--- config.mk ---
export PLATFORM = sky130hd
export DESIGN_NAME = vga_sync_rx
export DESIGN_NICKNAME = d
export VERILOG_FILES = /design/src/rtl/vga_pkg.sv /design/src/rtl/vga_edge_det.sv /design/src/rtl/vga_sync_rx.sv
export SDC_FILE = /design/constraint.sdc
export NUM_CORES = 1
export LEC_CHECK = 0
export ABC_AREA = 0
export ABC_CLOCK_PERIOD_IN_PS = 5900
export BUFFER_PORTS_ARGS = -buffer_cell sky130_fd_sc_hd__buf_2
export CORE_UTILIZATION = 60
export CTS_CLUSTER_DIAMETER = 100
export DETAILED_ROUTE_END_ITERATION = 10
export MAX_ROUTING_LAYER = met4
export PLACE_DENSITY = 0.92
export SLEW_MARGIN = 20
export SYNTH_ARGS = -nofsm -noshare
export SYNTH_HDL_FRONTEND = slang
export SYNTH_HIERARCHICAL = 1
export SYNTH_SLANG_ARGS = --single-unit
--- constraint.sdc ---
create_clock -name sys_clk -period 5.9 [get_ports sys_clk]
set_input_delay 1.18 -clock sys_clk [delete_from_list [all_inputs] [get_ports sys_clk]]
set_output_delay 1.18 -clock sys_clk [all_outputs]
set_load 0.01 [all_outputs]
--- src/rtl/vga_pkg.sv ---
// Shared types and constants for the VGA sync receiver: counter widths, FSM
// states, the measured-timing record and the nominal 640x480 figures.
package vga_pkg;

  localparam int CNT_W = 11;
  localparam int POS_W = 10;

  localparam logic [CNT_W-1:0] CNT_MAX  = '1;
  localparam logic [CNT_W-1:0] CNT_LAST = CNT_MAX - 1'b1;
  localparam logic [POS_W-1:0] POS_MAX  = '1;

  localparam int H_TOTAL_640  = 800;
  localparam int V_TOTAL_480  = 525;
  localparam int H_ACTIVE_640 = 640;
  localparam int V_ACTIVE_480 = 480;

  typedef enum logic [1:0] {
    SEARCH,
    MEASURE,
    VERIFY,
    LOCKED
  } vga_state_e;

  typedef struct packed {
    logic [CNT_W-1:0] h_total;
    logic [CNT_W-1:0] v_total;
    logic [POS_W-1:0] h_active;
    logic [POS_W-1:0] v_active;
  } vga_timing_t;

  function automatic logic [CNT_W-1:0] sat_inc_cnt(input logic [CNT_W-1:0] v);
    return (v == CNT_MAX) ? v : v + 1'b1;
  endfunction

  function automatic logic [POS_W-1:0] sat_inc_pos(input logic [POS_W-1:0] v);
    return (v == POS_MAX) ? v : v + 1'b1;
  endfunction

endpackage

--- src/rtl/vga_edge_det.sv ---
// Input register with polarity adjust; flags the assertion and release edges
// of the registered, polarity-normalised level.
module vga_edge_det #(
  parameter bit ACTIVE_LVL = 1'b1
) (
  input  logic sys_clk,
  input  logic reset,
  input  logic pin,
  output logic level,
  output logic rise,
  output logic fall
);

  logic lvl_q;
  logic lvl_qq;

  // NOTE: state registers use non-blocking assignments so every flop samples
  // the pre-edge value of its neighbours, independent of statement order.
  always_ff @(posedge sys_clk) begin
    if (reset) begin
      lvl_q  <= 1'b0;
      lvl_qq <= 1'b0;
    end else begin
      lvl_q  <= (pin == ACTIVE_LVL);
      lvl_qq <= lvl_q;
    end
  end

  assign level = lvl_q;
  assign rise  = lvl_q & ~lvl_qq;
  assign fall  = ~lvl_q & lvl_qq;

endmodule

--- src/rtl/vga_sync_rx.sv ---
// Recovers pixel coordinates and line/frame timing from a hsync/vsync/nblank
// stream, and tracks whether that timing is stable (lock) or broken.
module vga_sync_rx
  import vga_pkg::*;
#(
  parameter bit          SYNC_POL    = 1'b0,
  parameter int unsigned LOCK_FRAMES = 1
) (
  input  logic             sys_clk,
  input  logic             reset,
  input  logic             hsync,
  input  logic             vsync,
  input  logic             nblank,
  output logic [POS_W-1:0] x_pos,
  output logic [POS_W-1:0] y_pos,
  output logic             active,
  output logic [CNT_W-1:0] h_total,
  output logic [CNT_W-1:0] v_total,
  output logic [POS_W-1:0] h_active,
  output logic [POS_W-1:0] v_active,
  output logic             frame_start,
  output logic             locked,
  output logic             timing_err
);

  logic hs_edge, vs_edge, nb_lvl, nb_rise, nb_fall;
  logic unused_hs_level, unused_hs_fall, unused_vs_level, unused_vs_fall;

  vga_edge_det #(.ACTIVE_LVL(SYNC_POL)) u_hs_det (
    .sys_clk(sys_clk), .reset(reset), .pin(hsync),
    .level(unused_hs_level), .rise(hs_edge), .fall(unused_hs_fall)
  );

  vga_edge_det #(.ACTIVE_LVL(SYNC_POL)) u_vs_det (
    .sys_clk(sys_clk), .reset(reset), .pin(vsync),
    .level(unused_vs_level), .rise(vs_edge), .fall(unused_vs_fall)
  );

  vga_edge_det #(.ACTIVE_LVL(1'b1)) u_nb_det (
    .sys_clk(sys_clk), .reset(reset), .pin(nblank),
    .level(nb_lvl), .rise(nb_rise), .fall(nb_fall)
  );

  logic [CNT_W-1:0] pix_cnt, line_cnt, line_len, line_len_q;
  logic [POS_W-1:0] vis_len, vis_pix_q;

  assign line_len = sat_inc_cnt(pix_cnt);
  assign vis_len  = sat_inc_pos(x_pos);

  always_ff @(posedge sys_clk) begin
    if (reset) begin
      pix_cnt     <= '0;
      line_cnt    <= '0;
      line_len_q  <= '0;
      vis_pix_q   <= '0;
      x_pos       <= '0;
      y_pos       <= '0;
      active      <= 1'b0;
      frame_start <= 1'b0;
    end else begin
      pix_cnt <= hs_edge ? '0 : sat_inc_cnt(pix_cnt);
      // A vsync edge coinciding with a hsync edge makes that line line 0.
      if (vs_edge)      line_cnt <= '0;
      else if (hs_edge) line_cnt <= sat_inc_cnt(line_cnt);
      if (hs_edge) line_len_q <= line_len;
      if (nb_fall) vis_pix_q  <= vis_len;
      if (nb_rise)     x_pos <= '0;
      else if (nb_lvl) x_pos <= sat_inc_pos(x_pos);
      if (vs_edge)      y_pos <= '0;
      else if (nb_fall) y_pos <= sat_inc_pos(y_pos);
      active      <= nb_lvl;
      frame_start <= vs_edge;
    end
  end

  // Frame figures as seen at this clock, folding in any edge landing now.
  vga_timing_t cur, ref_q;
  always_comb begin
    cur.h_total  = hs_edge ? line_len : line_len_q;
    cur.v_total  = hs_edge ? sat_inc_cnt(line_cnt) : line_cnt;
    cur.h_active = nb_fall ? vis_len : vis_pix_q;
    cur.v_active = nb_fall ? sat_inc_pos(y_pos) : y_pos;
  end

  logic timeout, line_bad, frame_bad;
  assign timeout   = (!hs_edge && pix_cnt == CNT_LAST) ||
                     (hs_edge && !vs_edge && line_cnt == CNT_LAST);
  assign line_bad  = hs_edge && (line_len != ref_q.h_total);
  assign frame_bad = (cur != ref_q);

  vga_state_e  state, state_next;
  logic [31:0] match_cnt, match_cnt_next;
  logic        latch_ref, err_next;

  // NOTE: every signal gets a default before the case so no path leaves one
  // unassigned, which would otherwise infer a latch.
  always_comb begin
    state_next     = state;
    match_cnt_next = match_cnt;
    latch_ref      = 1'b0;
    err_next       = 1'b0;
    if (timeout) begin
      state_next     = SEARCH;
      match_cnt_next = '0;
      err_next       = 1'b1;
    end else begin
      case (state)
        SEARCH: if (vs_edge) state_next = MEASURE;
        MEASURE: if (vs_edge) begin
          latch_ref      = 1'b1;
          match_cnt_next = '0;
          state_next     = VERIFY;
        end
        VERIFY: if (vs_edge) begin
          if (frame_bad) begin
            err_next       = 1'b1;
            latch_ref      = 1'b1;
            match_cnt_next = '0;
          end else if (match_cnt + 32'd1 >= LOCK_FRAMES) begin
            match_cnt_next = '0;
            state_next     = LOCKED;
          end else begin
            match_cnt_next = match_cnt + 32'd1;
          end
        end
        LOCKED: if ((vs_edge && frame_bad) || line_bad) begin
          err_next   = 1'b1;
          state_next = MEASURE;
        end
        default: state_next = SEARCH;
      endcase
    end
  end

  always_ff @(posedge sys_clk) begin
    if (reset) begin
      state      <= SEARCH;
      match_cnt  <= '0;
      ref_q      <= '0;
      locked     <= 1'b0;
      timing_err <= 1'b0;
    end else begin
      state      <= state_next;
      match_cnt  <= match_cnt_next;
      if (latch_ref) ref_q <= cur;
      locked     <= (state_next == LOCKED);
      timing_err <= err_next;
    end
  end

  assign h_total  = ref_q.h_total;
  assign v_total  = ref_q.v_total;
  assign h_active = ref_q.h_active;
  assign v_active = ref_q.v_active;

endmodule

==> reports/results.tsv <==
metric	value	unit
Worst EP arrival	4.87	ns
1st-iter DRT viols	993	
post-detail-place hpwl	15930	um
Port Buffers	70	
Critical Path Source Type	flip-flop	
routed vias	7991	
vias in the first global route	7219	
final instance area	9301	um2
die span in y	120.2	um
crit path time final	4.558	ns
hold slack	0.4637	ns
CP max FO	21	
syn_area_per_cell	8.403	um2
power per cell area	253.7	nW/um2
largest net degree at the start of global routing	82	
average wire per standard cell	18.78	um
CP Buf/Inv Count	3	
Worst-Skew Late Latency	0.43	ns
Place WS	1.444	ns
Area after DPL	8738	um2
# DRC	0	
Pleak	3.726	nW
root buf cell	clkbuf_16	
Initial Util	62.28	%
Critical Path Most Common Cell	nand4_1	
die area	14440	um2
Layout area overhead	11.02	%
measured slew at the worst slew-check pin	0.8491	ns
# H-tree levels	4	
CTS tree	done	
first-pass GRT wire length	36930	um
Fin Setup TNS	0	ns
Die Wd	120.2	um
Cells after Synth	997	
vias per inst	6.550	
I/O Pins	71	
ANT cells	0	
Post-CTS Resized	0	
Core ar.	13450	um2
Post-Route Skew	0.008165	ns
CTS Sinks	149	
Routed Antenna Nets	0	
Crit Path Class	reg -> reg	
unrepaired setup endpoints after global routing	no	
warnings from Yosys	6	
worst hold path type	reg -> reg	
Clock Tree Buf Depth	2	
slowest cell delay on critical path	0.78	ns
post-route setup slack	1.342	ns
maxcap violations	0	
Final Cycle Share	77.26	%
hold_buf cts	0	
Slew Viols, Final	0	
Crit path required time	6.21	ns
GP Congestion	1.010	
fmax	219.4	MHz
Critical Path End Type	flip-flop	
row count	42	
Final Hold Viols	0	
WL final	22910	um
clock buffer count from CTS	17	
clock-pin transition on the worst setup and hold timing paths	0.06	ns
drt first pass iters	6	
maximum vdd drop	207.2	uV
Slowest cell on crit path	or4b_2	
crit path cell chain	nor2b_2, inv_1, or4b_2, nand4_1, nand4_1, nor4_1, and4_1, nand4b_1, buf_4, nand2_1, buf_12, mux2_2	
status	complete, no violations	
initial antenna violation count	0	
Post-CTS Setup Repair Bufs	0	
share of post-route cells with drive strength above 1	15.23	%
Syn Nets	1015	
CP top delay family	simple AND/OR/NAND/NOR gates	
Layout Nets	1049	
Setup-failing EPs final	0	
GRT Overall Usage	33.49	%
Rel. slew slack	43.39	%
Syn Std Cell Area	8378	um2
grt ovf	0	
-- area by class of cell --
type,count,area [um2]
inverters,22,82.58
well taps,176,220.2
repair buffers,78,422.9
fillers,1103,4151
clock buffers,21,460.4
multi-input cells,763,5030
flip-flops and latches,149,2983
clock inverters,11,102.6
-- sequential cells by signal, indices dropped and copies added, names as in the netlist, 11 cells and up --
register and cells:
pix_cnt 11, h_total 11, match_cnt 32, v_total 11, line_cnt 11, line_len_q 11
-- metrics by stage --
| step | utilization, % | cells | power [mW] |
|---|---|---|---|
| 3_5_place_dp | 64.96 | 1188 | 1.334 |
| 2_1_floorplan | - | 997 | 1.262 |
| 3_3_place_gp | 64.96 | 1188 | 1.327 |
| 6_report | 69.14 | 1220 | 2.360 |
| 4_1_cts | 69.14 | 1220 | 2.360 |
| 5_1_grt | 69.14 | 1220 | 2.437 |
-- metal layers --
layer	GRT usage, %	routed length, um	vias up
met5	-	0	-
met4	15.39	773	0
met3	7.224	1985	71
met2	51.22	10680	434
met1	42.16	9465	3778
li1	-	-	3708
-- power by group --
| part | switching, mW | leakage [nW] | internal (mW) | total [mW] |
|---|---|---|---|---|
| logic | 0.156 | 2.26 | 0.100 | 0.256 |
| registers | 0.0329 | 1.20 | 1.03 | 1.06 |
| clock network | 0.437 | 0.258 | 0.602 | 1.04 |
-- worst paths after layout --
path | endpoint | depth (start not counted) | startpoint | slack (ns)
max | h_active[8]$_SDFFE_PP0P_ | 12 | u_nb_det/level$_SDFF_PP0_ | 1.34
min | u_vs_det/lvl_qq$_SDFF_PP0_ | 1 | u_vs_det/level$_SDFF_PP0_ | 0.46
max reg2reg | h_active[8]$_SDFFE_PP0P_ | 12 | u_nb_det/level$_SDFF_PP0_ | 1.34
min reg2reg | u_vs_det/lvl_qq$_SDFF_PP0_ | 1 | u_vs_det/level$_SDFF_PP0_ | 0.46
-- cells in the final DEF, fill, tap and decap left out, types with 14 or more instances in the layout --
master and count:
a31oi_1 23, and4_1 24, xnor2_1 30, buf_2 70, nand2_1 49, nand4_1 38, clkbuf_16 17, and3_1 23
inv_1 21, o21ai_0 25, a21oi_1 52, mux2_2 32, nor2_1 102, and2_1 41, nand3_1 28, a311oi_1 14
nor2b_1 46, nor3_1 34, dfxtp_1 149, xor2_1 32
Note: power is estimated with default switching activity, not from simulation.
